[src/rtl/uart_arb_pkg.sv]
// Shared types and constants for the UART transmit arbiter.
package uart_arb_pkg;

  localparam int unsigned GRANT_W = 3;
  localparam logic [7:0]  HDR_TAG = 8'hA0;

  typedef enum logic [2:0] {
    S_IDLE    = 3'd0,
    S_ARB     = 3'd1,
    S_LOAD    = 3'd2,
    S_WAIT_HI = 3'd3,
    S_WAIT_LO = 3'd4
  } state_t;

endpackage

[src/rtl/uart_tx_arbiter_if.sv]
// Requester byte streams plus UART transmitter handshake shared by arbiter and environment.
interface uart_tx_arbiter_if #(
  parameter int unsigned NUM_REQ = 4
) ();
  import uart_arb_pkg::*;

  logic [NUM_REQ-1:0]   req_valid;
  logic [NUM_REQ*8-1:0] req_data;
  logic [NUM_REQ-1:0]   req_last;
  logic [NUM_REQ-1:0]   req_ready;
  logic [7:0]           tx_data;
  logic                 tx_start;
  logic                 tx_busy;
  logic [GRANT_W-1:0]   grant_id;
  logic                 active;

  modport master (
    input  req_valid, req_data, req_last, tx_busy,
    output req_ready, tx_data, tx_start, grant_id, active
  );

  modport slave (
    output req_valid, req_data, req_last, tx_busy,
    input  req_ready, tx_data, tx_start, grant_id, active
  );

endinterface

[src/rtl/uart_tx_arbiter_rr.sv]
// Round-robin winner search starting one past the last owner.
module rr_arbiter
  import uart_arb_pkg::*;
#(
  parameter int unsigned NUM_REQ = 4
) (
  input  logic [NUM_REQ-1:0] req_i,
  input  logic [GRANT_W-1:0] last_i,
  output logic [GRANT_W-1:0] win_o,
  output logic               valid_o
);

  int unsigned idx;
  logic        hit;

  always_comb begin
    win_o   = '0;
    valid_o = 1'b0;
    idx     = 0;
    hit     = 1'b0;
    for (int unsigned k = 1; k <= NUM_REQ; k++) begin
      idx = 32'(last_i) + k;
      if (idx >= NUM_REQ) idx = idx - NUM_REQ;
      hit = 1'b0;
      for (int unsigned j = 0; j < NUM_REQ; j++) begin
        if (j == idx) hit = req_i[j];
      end
      if (hit && !valid_o) begin
        valid_o = 1'b1;
        win_o   = GRANT_W'(idx);
      end
    end
  end

endmodule

[src/rtl/uart_tx_arbiter.sv]
// Shares one UART transmitter among NUM_REQ byte streams, one message per grant.
// Define UART_ARB_HDR_EN to prefix every grant with header byte HDR_TAG | grant_id.
module uart_tx_arbiter
  import uart_arb_pkg::*;
#(
  parameter int unsigned NUM_REQ     = 4,
  parameter int unsigned MAX_MSG_LEN = 64
) (
  input  logic               clk,
  input  logic               rst_n,
  uart_tx_arbiter_if.master  bus
);

`ifdef UART_ARB_HDR_EN
  localparam logic HDR_EN = 1'b1;
`else
  localparam logic HDR_EN = 1'b0;
`endif

  state_t             state_q, state_d;
  logic [GRANT_W-1:0] gid_q, owner_q;
  logic [7:0]         cnt_q, tx_data_q;
  logic               last_q, tx_start_q, active_q, hdr_q;

  logic [GRANT_W-1:0] win;
  logic               win_vld;
  logic               sel_valid, sel_last;
  logic [7:0]         sel_data;
  logic [NUM_REQ-1:0] ready_c;
  logic               grant, xfer, hdr_send, rel, done;

  rr_arbiter #(.NUM_REQ(NUM_REQ)) u_rr (
    .req_i   (bus.req_valid),
    .last_i  (owner_q),
    .win_o   (win),
    .valid_o (win_vld)
  );

  // Owner's stream, muxed by grant index.
  always_comb begin
    sel_valid = 1'b0;
    sel_last  = 1'b0;
    sel_data  = 8'h00;
    for (int i = 0; i < NUM_REQ; i++) begin
      if (gid_q == GRANT_W'(i)) begin
        sel_valid = bus.req_valid[i];
        sel_last  = bus.req_last[i];
        sel_data  = bus.req_data[8*i +: 8];
      end
    end
  end

  assign done = last_q || (cnt_q == 8'(MAX_MSG_LEN));

  always_ff @(posedge clk or negedge rst_n) begin
    if (!rst_n) state_q <= S_IDLE;
    else        state_q <= state_d;
  end

  always_comb begin
    state_d = state_q;
    unique case (state_q)
      S_IDLE:    if (|bus.req_valid) state_d = S_ARB;
      S_ARB:     state_d = win_vld ? S_LOAD : S_IDLE;
      S_LOAD:    if (!bus.tx_busy && (hdr_q || sel_valid)) state_d = S_WAIT_HI;
      S_WAIT_HI: if (bus.tx_busy) state_d = S_WAIT_LO;
      S_WAIT_LO: if (!bus.tx_busy) state_d = done ? S_IDLE : S_LOAD;
      default:   state_d = S_IDLE;
    endcase
  end

  // Only the owner is ever offered ready, and never while the header is pending.
  always_comb begin
    ready_c  = '0;
    grant    = 1'b0;
    xfer     = 1'b0;
    hdr_send = 1'b0;
    rel      = 1'b0;
    unique case (state_q)
      S_ARB:  grant = win_vld;
      S_LOAD: begin
        if (!bus.tx_busy) begin
          if (hdr_q) begin
            hdr_send = 1'b1;
          end else begin
            for (int i = 0; i < NUM_REQ; i++) ready_c[i] = (gid_q == GRANT_W'(i));
            xfer = sel_valid;
          end
        end
      end
      S_WAIT_LO: rel = !bus.tx_busy && done;
      default: ;
    endcase
  end

  always_ff @(posedge clk or negedge rst_n) begin
    if (!rst_n) begin
      gid_q      <= '0;
      owner_q    <= GRANT_W'(NUM_REQ - 1);
      cnt_q      <= 8'h00;
      last_q     <= 1'b0;
      tx_data_q  <= 8'h00;
      tx_start_q <= 1'b0;
      active_q   <= 1'b0;
      hdr_q      <= 1'b0;
    end else begin
      tx_start_q <= 1'b0;
      if (grant) begin
        gid_q    <= win;
        owner_q  <= win;
        active_q <= 1'b1;
        cnt_q    <= 8'h00;
        last_q   <= 1'b0;
        hdr_q    <= HDR_EN;
      end
      if (hdr_send) begin
        tx_data_q  <= HDR_TAG | 8'(gid_q);
        tx_start_q <= 1'b1;
        hdr_q      <= 1'b0;
        last_q     <= 1'b0;
      end
      if (xfer) begin
        tx_data_q  <= sel_data;
        tx_start_q <= 1'b1;
        last_q     <= sel_last;
        if (cnt_q != 8'hFF) cnt_q <= cnt_q + 8'd1;
      end
      if (rel) begin
        active_q <= 1'b0;
        gid_q    <= '0;
      end
    end
  end

  assign bus.req_ready = ready_c;
  assign bus.tx_data   = tx_data_q;
  assign bus.tx_start  = tx_start_q;
  assign bus.grant_id  = gid_q;
  assign bus.active    = active_q;

endmodule

[src/flat_wrapper.sv]
// flat-port wrapper written by rule: the top's interface ports become plain ports
module uart_tx_arbiter_flat import uart_arb_pkg::*;
#(
  parameter int unsigned NUM_REQ     = 4,
  parameter int unsigned MAX_MSG_LEN = 64
)
  (clk, rst_n, bus_req_valid, bus_req_data, bus_req_last, bus_tx_busy, bus_req_ready, bus_tx_data, bus_tx_start, bus_grant_id, bus_active);
  uart_tx_arbiter_if #(.NUM_REQ(NUM_REQ)) bus_i ();
  input  logic clk;
  input  logic rst_n;
  input wire logic [$bits(bus_i.req_valid)-1:0] bus_req_valid;
  input wire logic [$bits(bus_i.req_data)-1:0] bus_req_data;
  input wire logic [$bits(bus_i.req_last)-1:0] bus_req_last;
  input wire logic [$bits(bus_i.tx_busy)-1:0] bus_tx_busy;
  output wire logic [$bits(bus_i.req_ready)-1:0] bus_req_ready;
  output wire logic [$bits(bus_i.tx_data)-1:0] bus_tx_data;
  output wire logic [$bits(bus_i.tx_start)-1:0] bus_tx_start;
  output wire logic [$bits(bus_i.grant_id)-1:0] bus_grant_id;
  output wire logic [$bits(bus_i.active)-1:0] bus_active;
  assign bus_i.req_valid = bus_req_valid;
  assign bus_i.req_data = bus_req_data;
  assign bus_i.req_last = bus_req_last;
  assign bus_i.tx_busy = bus_tx_busy;
  assign bus_req_ready = bus_i.req_ready;
  assign bus_tx_data = bus_i.tx_data;
  assign bus_tx_start = bus_i.tx_start;
  assign bus_grant_id = bus_i.grant_id;
  assign bus_active = bus_i.active;
  uart_tx_arbiter #(.NUM_REQ(NUM_REQ), .MAX_MSG_LEN(MAX_MSG_LEN)) u_core (.clk(clk), .rst_n(rst_n), .bus(bus_i));
endmodule
[config.mk]
export PLATFORM = sky130hd
export DESIGN_NAME = uart_tx_arbiter_flat
export DESIGN_NICKNAME = d
export VERILOG_FILES = /design/src/rtl/uart_arb_pkg.sv /design/src/rtl/uart_tx_arbiter_if.sv /design/src/rtl/uart_tx_arbiter_rr.sv /design/src/rtl/uart_tx_arbiter.sv /design/src/flat_wrapper.sv
export SDC_FILE = /design/constraint.sdc
export NUM_CORES = 1
export LEC_CHECK = 0
export ABC_AREA = 0
export BUFFER_PORTS_ARGS = -buffer_cell sky130_fd_sc_hd__buf_2
export CAP_MARGIN = 5
export CORE_UTILIZATION = 57
export CTS_CLUSTER_SIZE = 14
export DETAILED_ROUTE_END_ITERATION = 8
export PLACE_DENSITY = 0.9
export SLEW_MARGIN = 20
export SYNTH_ARGS = -nofsm -noshare
export SYNTH_HDL_FRONTEND = slang
export SYNTH_SLANG_ARGS = --single-unit
[constraint.sdc]
create_clock -name clk -period 4 [get_ports clk]
set_clock_uncertainty 0.1 [all_clocks]
set_input_delay 0.6 -clock clk [delete_from_list [all_inputs] [get_ports clk]]
set_output_delay 0.6 -clock clk [all_outputs]
set_load 0.01 [all_outputs]
# After elaboration in Yosys (flattened, before gate mapping)
# Index checks and enable logic that the tools add are counted.
# totals
input_bits	43
reg_bits	29
output_inout_bits	17
# classes
reduce_logical	23
mux	72
eq_ne	25
n_lt_le_gt_ge	4
n_addsub	9
# ops
operator	count
$eq 2x32->1 const A	8
$eq 1x32->1 const A	4
$logic_not 32->1	4
$mux 32	4
$mux 8	9
$mux 1	43
$ge 32x3->1 const B	1
$sub 32x3->32 const B	1
$mux 3	10
$pmux 3 s5	1
$sub 4x3->5 const B	3
$eq 3x2->1 const B	4
$ge 4x3->1 const B	3
$mux 4	3
$add 3x2->4 const B	2
$add 8x1->8 const B	1
$eq 8x7->1 const B	1
$ne 8x8->1 const B	1
$eq 3x1->1 const B	2
$logic_not 3->1	2
$reduce_bool 2->1	3
$logic_and 1x1->1	5
$add 3x1->4 const B	1
$add 3x3->4 const B	1
other kinds (9)	16

# Longest topological paths before layout
# logic_depth
depth_word	22
depth_mapped	9
mapped_depth_nobuf	8

# Hierarchy
# A second synthesis with hierarchy kept.
# hier_totals
hier_cells	242
area_unflattened_um2	2244.7
# modules_own_cells
mod	area_per_inst_um2	instances	cells_each
uart_tx_arbiter	1699.1	1	170
rr_arbiter	545.5	1	72

# Least setup slack after synthesis
# Ideal clock, no wire load.
# synth_timing
path_type	register to register
startpoint	register u_core.owner_q[1]
endpoint	register u_core.gid_q[1] (netlist: u_core.bus.grant_id[1])
synth_period_minus_slack_ns	2.342
slack_ns	1.658
path_stages_with_launch	9
n_path_buf	0
arrival_time_ns	2.176
path_cell_list	dfstp_2 -> inv_1 -> ha_1 -> nor2b_2 -> a221oi_2 -> o41a_1 -> mux2_4 -> a31oi_4 -> a31o_1
# synth_via
elab_chain_cells	20
elab_cells_between_ends	66
# synth_lines
item	line_no	rtl
start: declaration	uart_tx_arbiter.sv:21	logic [GRANT_W-1:0] gid_q, owner_q;
start signal: assignment	uart_tx_arbiter.sv:99	owner_q <= GRANT_W'(NUM_REQ - 1);
start signal: assignment	uart_tx_arbiter.sv:110	owner_q <= win;
$add 3x1->4	uart_tx_arbiter_rr.sv:22	idx = 32'(last_i) + k;
$sub 32x3->32 or $ge 32x3->1 (tied branches)	uart_tx_arbiter_rr.sv:23	if (idx >= NUM_REQ) idx = idx - NUM_REQ;
$mux 32	uart_tx_arbiter_rr.sv:23	
$logic_not 32->1	uart_tx_arbiter_rr.sv:26	if (j == idx) hit = req_i[j];
$mux 1 (4 in a row)	uart_tx_arbiter_rr.sv:26	
$mux 1	uart_tx_arbiter_rr.sv:28	if (hit && !valid_o) begin
$logic_not 1->1	uart_tx_arbiter_rr.sv:28	
$logic_and 1x1->1	uart_tx_arbiter_rr.sv:28	
$mux 1	uart_tx_arbiter_rr.sv:28	
$logic_not 1->1	uart_tx_arbiter_rr.sv:28	
$logic_and 1x1->1	uart_tx_arbiter_rr.sv:28	
$mux 1	uart_tx_arbiter_rr.sv:28	
$logic_not 1->1	uart_tx_arbiter_rr.sv:28	
$logic_and 1x1->1	uart_tx_arbiter_rr.sv:28	
$mux 3 or $mux 1 (tied branches)	uart_tx_arbiter_rr.sv:28	
$mux 3 or $mux 1 (tied branches)	uart_tx_arbiter.sv:108, uart_tx_arbiter.sv:79	
$mux 3 or $reduce_bool 2->1 (tied branches)	-	
end signal: assignment	uart_tx_arbiter.sv:109	gid_q <= win;
end: declaration	uart_tx_arbiter.sv:21	
# Parallel ways exist; a longest one is shown, timed or not. The select of a mux whose other input is x is not followed.
# A chain may end at the register's enable or synchronous reset.

# Worst setup path after layout
# layout_timing
startpoint	register u_core.owner_q[1]
endpoint	register u_core.gid_q[0] (netlist: u_core.bus.grant_id[0])
# The elaborated chain is that of the path after synthesis.

==> Flow_metrics.wiki <==
{| class="wikitable"
! Metric !! Value
|-
| Outcome || finished clean
|-
| Worst hold path class || in2async
|-
| Power per standard cell area || 659 nW/um^2
|-
| Detailed-placement wirelength estimate || about 3500 um
|-
| Initial antenna violation count || 0
|-
| Number of unique standard cell types used by synthesis || 53
|-
| Cell area after synthesis || 2130 um^2
|-
| DRC violations left || 0
|-
| Clock latency reported for the late side of the worst-skew pair || around 0.27 ns
|-
| Layout cells sized above 1 || 32.7%
|-
| TritonRoute pass-1 iters || 4
|-
| Critical register-to-register path endpoint || u_core.bus.grant_id[0]$_DFFE_PN0P_
|-
| Final period util || around 70%
|-
| Number of standard cells after synthesis || around 220
|-
| Worst setup path category || reg2reg
|-
| Cell breakdown of the critical path || inv_1, ha_1, nor3b_1, a211oi_2, nand2_1, a41oi_4, o221a_2, nor3_1
|-
| TNS Setup || 0 ns
|-
| Die width || about 63 um
|-
| Worst-margin pin slew || 0.800 ns
|-
| Fin. max-slew vios || 0
|-
| Clock transition at the registers of the reported paths || 0.09 ns
|-
| Core area || roughly 3500 um^2
|-
| Required time reported for the critical path endpoint || around 4.1 ns
|-
| Final estimated routing congestion in global placement || 0.862
|-
| Final global-route overflow total || 0
|-
| Worst-path fanout max || 14
|-
| Number of buffers created by CTS || 3
|-
| Count of hold buffers inserted by post-cts repair || 0
|-
| Number of I/O pins || 60
|-
| Sequential element share of the synthesized area || roughly a third
|-
| Number of buffers between clock root and the deepest sink || 2
|-
| Hold Violations, Final || 0
|-
| Tmin final || about 2.8 ns
|-
| Post-Synthesis Mean Instance Area || a little under 10 um^2
|-
| Flip-flop and latch count after synthesis || 28
|-
| CTS resizes || 0
|-
| Top library cells by usage in the layout, fill and taps aside || 59 x sky130_fd_sc_hd__buf_2, 28 x sky130_fd_sc_hd__nand2_1, 26 x sky130_fd_sc_hd__dfrtp_1
|-
| Vias in the first global route || between 1500 and 2000
|-
| Final-layout fill cell count || 250
|-
| Count of input and output buffers || 59
|-
| Pin count of the biggest net entering global routing || 29
|-
| CTS tree || done
|-
| RSZ-0062 raised after global routing || false
|-
| Headroom to the max-slew limit || approximately 46%
|-
| Routed length per placed instance || about 15 um
|-
| CTS H-tree lvls || 1
|-
| Crit. Startpoint || u_core.owner_q[1]$_DFFE_PN1P_
|-
| Number of core rows || 21
|-
| Remaining number of nets flagged by the antenna check after routing || 0
|-
| Sort of element at the start of the critical path || register
|-
| Fmax || approximately 360 MHz
|-
| Worst R2R Path Depth || 8
|-
| Leakage dissipation || 1.12 nW
|-
| Average vias per placed instance || 5.92
|-
| Total number of vias || ~1900
|-
| Routed wire length || 4610 um
|-
| Critical-path top delay cell || sky130_fd_sc_hd__dfstp_2
|-
| Critical path arrival || about 2.8 ns
|-
| Syn nets || around 270
|-
| Area added between synthesis and finish || 15.5%
|-
| Register-to-register path setup slack || 1.23 ns
|-
| Finished Cell Area || 2460 um^2
|-
| Count of flip-flops with a built-in enable after synthesis || 0
|-
| Worst path max stage delay || 0.62 ns
|-
| Global-route wire length before repair || about 8000 um
|-
| Standard cell area after detailed placement || roughly 2400 um^2
|-
| Final setup fails || 0
|-
| Total die area || around 4000 um^2
|-
| Total setup buffers inserted after CTS || 0
|-
| Clk sinks || 28
|-
| Clock root buffer master || sky130_fd_sc_hd__clkbuf_8
|-
| Final antenna diode count || 0
|-
| Post-layout net count || about 320
|-
| Total Routing Usage GR || 25.1%
|-
| Max-cap violation count || 0
|-
| Type of element capturing the critical path || register
|-
| Reg-to-Reg Start || u_core.owner_q[1]$_DFFE_PN1P_
|-
| Yosys warns || 0
|-
| Async set or reset register ratio after synthesis || 100%
|-
| Most used flip-flop cell after synthesis || sky130_fd_sc_hd__dfrtp_1
|-
| Commonest non-fill, non-tap cell in the layout || sky130_fd_sc_hd__buf_2
|-
| Starting utilization of the core area || 61.5%
|-
| Initial DRC Count || 106
|-
| Peak VDD IR || roughly 420 uV
|-
| Die Span Y || about 63 um
|}
## state kept, by name, summed over array words and instances (netlist names)
| register | cells |
|---|---|
| u_core.bus.active | 1 |
| u_core.bus.grant_id | 3 |
| u_core.bus.tx_data | 8 |
| u_core.bus.tx_start | 1 |
| u_core.cnt_q | 8 |
| u_core.last_q | 1 |
| u_core.owner_q | 3 |
| u_core.state_q | 3 |
## worst max-delay path: cells and delay by family, from the launching register on
family / cells / cell delay [ns]
and+or+nand+nor: 3 / 0.42
DFF: 1 / 0.62
AOI/OAI and AO/OA: 3 / 1.07
adders and majority gates: 1 / 0.27
buffers and inverters: 1 / 0.16
## synthesized netlist by cell type, drive strengths merged, types with 5 or more instances
| master | count | area (um^2) |
|---|---|---|
| nand3 | 5 | 25.0 |
| ha | 11 | 138 |
| a21oi | 8 | 40.0 |
| o21ai | 17 | 85.1 |
| mux4 | 9 | 203 |
| nand2 | 28 | 105 |
| nor3b | 5 | 37.5 |
| dfrtp | 26 | 651 |
| nand3b | 5 | 37.5 |
| nor2 | 13 | 51.3 |
| inv | 9 | 33.8 |
| a41oi | 5 | 62.6 |
| nand2b | 10 | 62.6 |
| buf | 9 | 70.1 |
| a31oi | 5 | 46.3 |
## metal layers
layer,part of all wire (%),track usage [%],vias up
li1,-,-,903
met2,49,43.8,68
met1,43,30.5,885
met4,1.5,7.85,0
met5,0,0,-
met3,6.3,5.43,8
## where the power goes
| part | leakage, nW | switching [mW] | internal (mW) |
|---|---|---|---|
| clock | 0.0288 | 0.0825 | 0.0881 |
| sequential | 0.359 | 0.163 | 0.378 |
| combinational | 0.735 | 0.462 | 0.449 |
## kinds of logic after synthesis
kind of cell,count (synthesis),share of synthesized area [%]
xor+xnor,1,0.411
simple gates,85,21.1
fa+ha+maj,11,6.46
compound gates,58,21.9
buf+inv,22,5.57
mux,13,11.6
flops,28,33.0
## cell type report
| class | instances | area, um^2 | area share (%) |
|---|---|---|---|
| inverters | 9 | 33.8 | 1.37 |
| clock buffers | 4 | 55.1 | 2.24 |
| multi-input cells | 168 | 1310 | 53.2 |
| flip-flops and latches | 28 | 703 | 28.6 |
| repair buffers | 60 | 303 | 12.3 |
| well taps | 46 | 57.6 | 2.34 |
## through the flow
stage | hold WS, ns | instances | worst slack, ns | power [mW] | util, %
after CTS | 0.239 | 315 | 1.27 | 1.63 | 71.0
after floorplan | 0.204 | 218 | 1.66 | 1.26 | -
final | 0.231 | 315 | 1.23 | 1.62 | 71.0
after global routing | 0.266 | 315 | 1.02 | 1.76 | 71.0
after detailed placement | 0.367 | 311 | 1.26 | 1.45 | 69.4
after global placement | 0.361 | 311 | 1.29 | 1.42 | 69.4
## how the worst max path moves through the flow
stage	end	cells after the start
2_1_floorplan	u_core.bus.grant_id[1]$_DFFE_PN0P_	8
6_report	u_core.bus.grant_id[0]$_DFFE_PN0P_	8
4_1_cts	u_core.bus.grant_id[0]$_DFFE_PN0P_	8
5_1_grt	u_core.cnt_q[7]$_DFF_PN0_	7
3_3_place_gp	u_core.bus.grant_id[0]$_DFFE_PN0P_	8
3_5_place_dp	u_core.bus.grant_id[0]$_DFFE_PN0P_	8
No activity file was read; power rests on OpenSTA's default activity.
